$ cat config.mk
export PLATFORM = sky130hd
export DESIGN_NAME = oam_dma_ctrl
export DESIGN_NICKNAME = d
export VERILOG_FILES = /design/src/rtl/oam_dma_ctrl.sv
export SDC_FILE = /design/constraint.sdc
export NUM_CORES = 1
export LEC_CHECK = 0
export BUFFER_PORTS_ARGS = -buffer_cell sky130_fd_sc_hd__buf_2
export CORE_UTILIZATION = 52
export DETAILED_ROUTE_END_ITERATION = 10
export GPL_ROUTABILITY_DRIVEN = 0
export PLACE_DENSITY = 0.89
export SLEW_MARGIN = 30
export SYNTH_ARGS = -nofsm -noshare
export SYNTH_HDL_FRONTEND = slang
export SYNTH_SLANG_ARGS = --single-unit
$ cat constraint.sdc
create_clock -name clk -period 2.15 [get_ports clk]
set_input_delay 0.1075 -clock clk [delete_from_list [all_inputs] [get_ports clk]]
set_output_delay 0.1075 -clock clk [all_outputs]
set_load 0.02 [all_outputs]
$ cat src/rtl/oam_dma_ctrl.sv
// OAM DMA controller and memory-bus arbiter: copies 160 bytes from page XX00 to OAM at 0xFE00.
// Optional build macro OAM_DMA_ECHO_REMAP_EN folds source pages 0xE0-0xFF onto work RAM 0xC0-0xDF.
module oam_dma_ctrl (
    input  logic        clk,
    input  logic        rst,
    input  logic        reg_wr,
    input  logic [7:0]  reg_wdata,
    output logic [7:0]  reg_rdata,
    input  logic        cpu_bus_req,
    output logic        cpu_bus_gnt,
    output logic        dma_owns_bus,
    output logic        dma_busy,
    output logic        dma_done,
    output logic [15:0] mem_addr,
    output logic        mem_cs,
    output logic        mem_oe,
    output logic        mem_we,
    output logic [7:0]  mem_wdata,
    input  logic [7:0]  mem_rdata
);

    typedef enum logic [2:0] {
        IDLE,
        START,
        RD_A,
        RD_B,
        WR_A,
        WR_B
    } state_t;

    state_t     state;
    state_t     state_next;
    logic [7:0] src_page;
    logic [7:0] idx;
    logic [7:0] data_lat;
    logic       restart_pend;
    logic [7:0] pend_page;
    logic       last_byte;
    logic       restart_now;

    function automatic logic [7:0] map_page(input logic [7:0] page);
`ifdef OAM_DMA_ECHO_REMAP_EN
        map_page = (page >= 8'hE0) ? (page - 8'h20) : page;
`else
        map_page = page;
`endif
    endfunction

    assign last_byte   = (idx == 8'd159);
    // A write landing on the WR_B edge itself restarts just like one that was already pending.
    assign restart_now = (state == WR_B) && (restart_pend || reg_wr);

    always_ff @(posedge clk or posedge rst) begin
        if (rst) begin
            state <= IDLE;
        end else begin
            state <= state_next;
        end
    end

    always_comb begin
        state_next = state;
        case (state)
            IDLE:  if (reg_wr) state_next = START;
            START: if (!cpu_bus_req && !reg_wr) state_next = RD_A;
            RD_A:  state_next = RD_B;
            RD_B:  state_next = WR_A;
            WR_A:  state_next = WR_B;
            WR_B:  state_next = (restart_now || !last_byte) ? RD_A : IDLE;
            default: state_next = IDLE;
        endcase
    end

    always_ff @(posedge clk or posedge rst) begin
        if (rst) begin
            src_page     <= 8'h00;
            idx          <= 8'd0;
            data_lat     <= 8'h00;
            restart_pend <= 1'b0;
            pend_page    <= 8'h00;
            reg_rdata    <= 8'hFF;
            dma_done     <= 1'b0;
        end else begin
            dma_done <= 1'b0;
            if (reg_wr) begin
                reg_rdata <= reg_wdata;
            end
            case (state)
                IDLE: begin
                    if (reg_wr) begin
                        src_page <= map_page(reg_wdata);
                        idx      <= 8'd0;
                    end
                end
                START: begin
                    if (reg_wr) begin
                        src_page <= map_page(reg_wdata);
                    end
                end
                RD_A, WR_A: begin
                    if (reg_wr) begin
                        pend_page    <= map_page(reg_wdata);
                        restart_pend <= 1'b1;
                    end
                end
                RD_B: begin
                    data_lat <= mem_rdata;
                    if (reg_wr) begin
                        pend_page    <= map_page(reg_wdata);
                        restart_pend <= 1'b1;
                    end
                end
                WR_B: begin
                    if (restart_now) begin
                        src_page     <= reg_wr ? map_page(reg_wdata) : pend_page;
                        idx          <= 8'd0;
                        restart_pend <= 1'b0;
                    end else if (last_byte) begin
                        dma_done <= 1'b1;
                    end else begin
                        idx <= idx + 8'd1;
                    end
                end
                default: ;
            endcase
        end
    end

    // Strobes are decoded from state so an async reset drops them without waiting for a clock.
    always_comb begin
        dma_owns_bus = 1'b0;
        dma_busy     = (state != IDLE);
        mem_addr     = 16'h0000;
        mem_cs       = 1'b0;
        mem_oe       = 1'b0;
        mem_we       = 1'b0;
        mem_wdata    = 8'h00;
        case (state)
            RD_A, RD_B: begin
                dma_owns_bus = 1'b1;
                mem_addr     = {src_page, idx};
                mem_cs       = 1'b1;
                mem_oe       = 1'b1;
            end
            WR_A, WR_B: begin
                dma_owns_bus = 1'b1;
                mem_addr     = {8'hFE, idx};
                mem_wdata    = data_lat;
                mem_cs       = 1'b1;
                mem_we       = (state == WR_B);
            end
            default: ;
        endcase
    end

    assign cpu_bus_gnt = cpu_bus_req & ~dma_owns_bus;

endmodule

Yosys cells after proc, flatten, opt, wreduce, memory -nomap -nowiden
Index checks and enable logic that the tools add are counted.
- add/sub/neg operators: 1
- equality and inequality tests: 12
- mux-type cells: 23
- bitwise operators: 2
- reductions and logical operators: 21
- operators by type and width (operator ; number):
    $mux 8 ; 7
    $pmux 16 s2 ; 1
    $pmux 8 s2 ; 2
    $pmux 3 s6 ; 1
    $reduce_and 3->1 ; 3
    $add 8x1->8 const B ; 1
    $eq 8x8->1 const B ; 1
    $mux 1 ; 8
    $eq 3x2->1 const B ; 2
    $eq 3x3->1 const B ; 2
    $mux 3 ; 2
    $ne 2x2->1 const B ; 3
    $reduce_bool 2->1 ; 3
    $reduce_or 2->1 ; 3
    $ne 2x1->1 const B ; 2
    $reduce_or 4->1 ; 1
    $eq 3x1->1 const B ; 1
    $logic_not 1->1 ; 3
    $logic_not 3->1 ; 1
    $ne 3x3->1 const B ; 1
    $reduce_bool 3->1 ; 1
    $reduce_or 3->1 ; 1
    $logic_and 1x1->1 ; 2
    $logic_or 1x1->1 ; 2
    other kinds (5) ; 5
- bits in registers: 45
- bits of input ports: 20
- output and inout port bits: 39

Longest topological paths before layout
- word-level depth: 5
- depth in mapped cells: 6

Worst setup path before layout
No wires, ideal clock.
- kind: register to output
- start point: register state[2]
- end point: output port mem_addr[0]
- data arrival time: 1.631 ns
- required time: 2.043 ns
- setup slack: 0.411 ns
- cell stages (with the launch flop): 7
- buffers on the path: 2
- cells stage by stage: dfrtp_1 -> buf_2 -> and2b_1 -> buf_2 -> nor2_1 -> inv_1 -> and2_1
- longest elaborated chain between the ends: 3
- elaborated cells on any way between the ends: 7
- those cells by class: 4 x eq/ne; 1 x mux; 2 x reduce/logical
- RTL lines (item ; RTL line ; RTL):
    from (decl) ; 31 ; state_t state;
    from (signal assigned) ; 57 ; state <= state_next;
    $eq 3x3->1 / $eq 3x2->1 (equally long branches) ; 138 ; case (state)
    $reduce_or 2->1, on equally long branches ; - ;
    $pmux 16 s2 (*) ; 138 ;
    to (decl) ; 14 ; output logic [15:0] mem_addr,
Every way passes the cells marked *; elsewhere a longest branch is shown, timed or not.

Worst setup path after layout
- start point: register state[2]
- end point: output port mem_addr[6]
Same word-level chain as after synthesis.

==> summary.txt <==
CTS
  • TritonCTS clock tree: built
  • CTS buffer count: 5
  • H-tree depth: 2
  • Root buf cell: clkbuf_8
  • Clk buf depth: 2
  • Clock transition at the registers of the reported paths: 0.08 ns
  • CTS Sinks: 45
  • Worst-Skew Late Latency: a little under 0.3 ns
  • Setup bufs post-CTS: 0

Synth
  • Largest area contributor in the netlist: dfrtp_1
  • Mapped Area: ~2200 um2
  • YS warnings: 0
  • Post-synthesis area per instance: 11.1 um2
  • Synth Register Bits: 45
  • Largest cells by area after synthesis: dfrtp_1 42%, mux2_2 12%, dfstp_2 9.6%
  • Synth Net Count: between 200 and 250
  • Syn Inst Count: 198
  • Sequential fraction of the synthesis area: 51.9%
  • Synth unique cells: 38
  • Top cell type's share of synthesized area: between 40% and 50%

Power
  • Combinational share of power: a little over a tenth
  • Sequential power share: just under 60%
  • Pwr dens: 622 nW/um2
  • Clock power share: 31.6%
  • Sw frac: 23.5%
  • P_leak: roughly 1.2 nW
  • Worst vdd ir: 0.466 mV
  • NetSw: ~0.00038 W
  • Internal power: roughly 0.0012 W

Critical path
  • Critical Path Sink Type: primary output
  • Crit path max fanout: 12
  • WP data arrival: around 1.9 ns
  • Critical path type: flip-flop to primary output
  • Worst Setup SP: state[2]
  • CP required: between 2 and 2.5 ns
  • Critical path startpoint category: flip-flop
  • Reg2Reg Launch Point: idx[0]

STA
  • Worst Tran Pin Value: 0.742 ns
  • RSZ-0062 raised after global routing: no
  • Min cycle time layout: about 2 ns
  • Final Max Slew Viols: 0
  • Finish-stage setup viols: 0
  • Final worst-path cycle share: between 90% and 100%
  • Max_slew headroom: slightly above 50%
  • WHS: between 0.04 and 0.05 ns
  • F_max: about 500 MHz
  • TNS Setup: 0 ns
  • Clock Skew: roughly 0.0038 ns
  • Setup WS post-layout: between 0.15 and 0.2 ns
  • Final Hold Fails: 0

Floorplanning
  • IO Count: 59
  • Die height: approximately 67 um
  • Initial Util: 54.3%
  • Area of the core: 4030 um2
  • Die span in x: 66.9 um
  • # rows: 23
  • Die Area: 4470 um2

GRT
  • Initial antenna violation count: 0
  • Largest net degree at the start of global routing: 46
  • Total track usage: 20.7%
  • First-pass GRT wire length: 6680 um
  • Vias in the first global route: 1,517
  • GRT Residual Overflow: 0

Routing
  • Wire length per cell: approximately 14 um
  • DRC: 0
  • Drt first pass iters: 4
  • Vias per cell: 5.42
  • Iter 0 DRT Violations: 84
  • WL final: between 4000 and 5000 um
  • Via Count: around 1,700
  • DRT antenna net count: 0

Status
  • Status: completed

Flow run
  • MaxCap Viol Count: 0

Finish
  • Inserted Diodes: 0
  • Fin nets: 277
  • Area added between synthesis and finish: 19.7%
  • Filler cells: 335
  • Share of cells above drive strength 1: 41.8%

Placement
  • Detailed placement HPWL: 2990 um
  • Port bufs: 58
  • DP Worst Slack: between 0.3 and 0.4 ns

Min path
  • Tightest Hold Check Type: input pin to flip-flop
  • Hold wc startpoint: mem_rdata[6]
==> synthesized netlist by cell type (all sizes together) <==
cell	number
a211oi	1
a21boi	1
a21o	7
a21oi	18
a22o	1
a31o	1
a31oi	1
a41oi	1
and2	18
and2b	2
and4	1
buf	5
clkbuf	6
dfrtp	37
dfstp	8
ha	1
inv	5
mux2	24
mux2i	10
nand2	8
nand2b	2
nand3	4
nand4	1
nor2	17
nor2b	2
nor3	1
nor3b	1
nor4b	1
nor4bb	1
o211a	1
o21a	1
o21ai	6
o31ai	1
or3	2
or3b	1
==> worst max-delay path, stage by stage (launching register included) <==
cell and delay, ns:
dfrtp_1 0.49, and2b_2 0.36, nor2_2 0.23, inv_1 0.14
and2_1 0.18, buf_2 0.15
==> power groups by stage <==
stage	sequential (W)	clock, W	combinational, W
detailed placement	0.000956	0	0.000175
floorplan	0.000972	0	0.0000959
CTS	0.000941	0.000537	0.000176
global route	0.000947	0.000560	0.000193
global placement	0.000954	0	0.000170
finish	0.000941	0.000516	0.000174
==> logic make-up after synthesis <==
kind of cell | after synthesis | share of synthesized area (%)
AND/OR/NAND/NOR | 62 | 15.5
flip-flops | 45 | 51.9
multiplexers | 34 | 16.9
buffers and inverters | 16 | 3.26
AO/OA/AOI/OAI | 40 | 11.9
adder cells (fa/ha/maj) | 1 | 0.571
==> metal layers <==
| layer | part of all wire (%) | vias up | track usage [%] |
|---|---|---|---|
| li1 | - | 800 | - |
| met1 | 45 | 808 | 24.0 |
| met2 | 49 | 44 | 35.6 |
| met3 | 4.2 | 8 | 5.31 |
| met4 | 2.0 | 0 | 9.04 |
| met5 | 0 | - | 0 |
==> final cells by class <==
type	instances	area [um2]	share of cell area, %
inverters	5	20.0	0.764
flip-flops and latches	45	1140	43.4
well taps	50	62.6	2.39
multi-input cells	137	992	37.9
clock buffers	7	86.3	3.30
repair buffers	62	323	12.3
==> timing repair <==
item                                   4_1_cts  5_1_grt
endpoints found under the hold margin        0       37
hold buffers                                 0        1
setup endpoints to repair                    0        6
resized for setup                            0        2
==> worst paths after layout <==
check / slack [ns] / to / cells after the start
min reg2reg: 0.49 / idx[7] / 1
min: 0.04 / data_lat[6] / 2
max: 0.19 / mem_addr[6] / 5
max reg2reg: 0.37 / state[1] / 5
min in group asynchronous: 0.45 / dma_done / 3
max in group asynchronous: 1.23 / src_page[1] / 3
==> flip-flops by register name, summed over array words and instances, names as in the netlist <==
| signal | cells |
|---|---|
| reg_rdata | 8 |
| state | 3 |
| idx | 8 |
| restart_pend | 1 |
| dma_done | 1 |
| data_lat | 8 |
| pend_page | 8 |
| src_page | 8 |
==> cells in the final DEF (no fill, tap or decap), types with 6 or more instances in the layout <==
master	count
nand2_1	8
mux2i_1	10
dfrtp_1	37
mux2_2	24
a21o_1	7
clkbuf_8	6
nor2_1	16
dfstp_2	8
and2_1	18
a21oi_1	17
buf_2	58
==> metrics by stage <==
step / power (W) / util (%) / instance area, um2 / cells
final: 0.00163 / 65.0 / 2620 / 306
after global routing: 0.00170 / 65.0 / 2620 / 306
after CTS: 0.00165 / 64.7 / 2610 / 305
after detailed placement: 0.00113 / 62.5 / 2520 / 298
after global placement: 0.00112 / 62.5 / 2520 / 298
after floorplan: 0.00107 / - / 2190 / 198
Note: power is estimated with default switching activity, not from simulation.
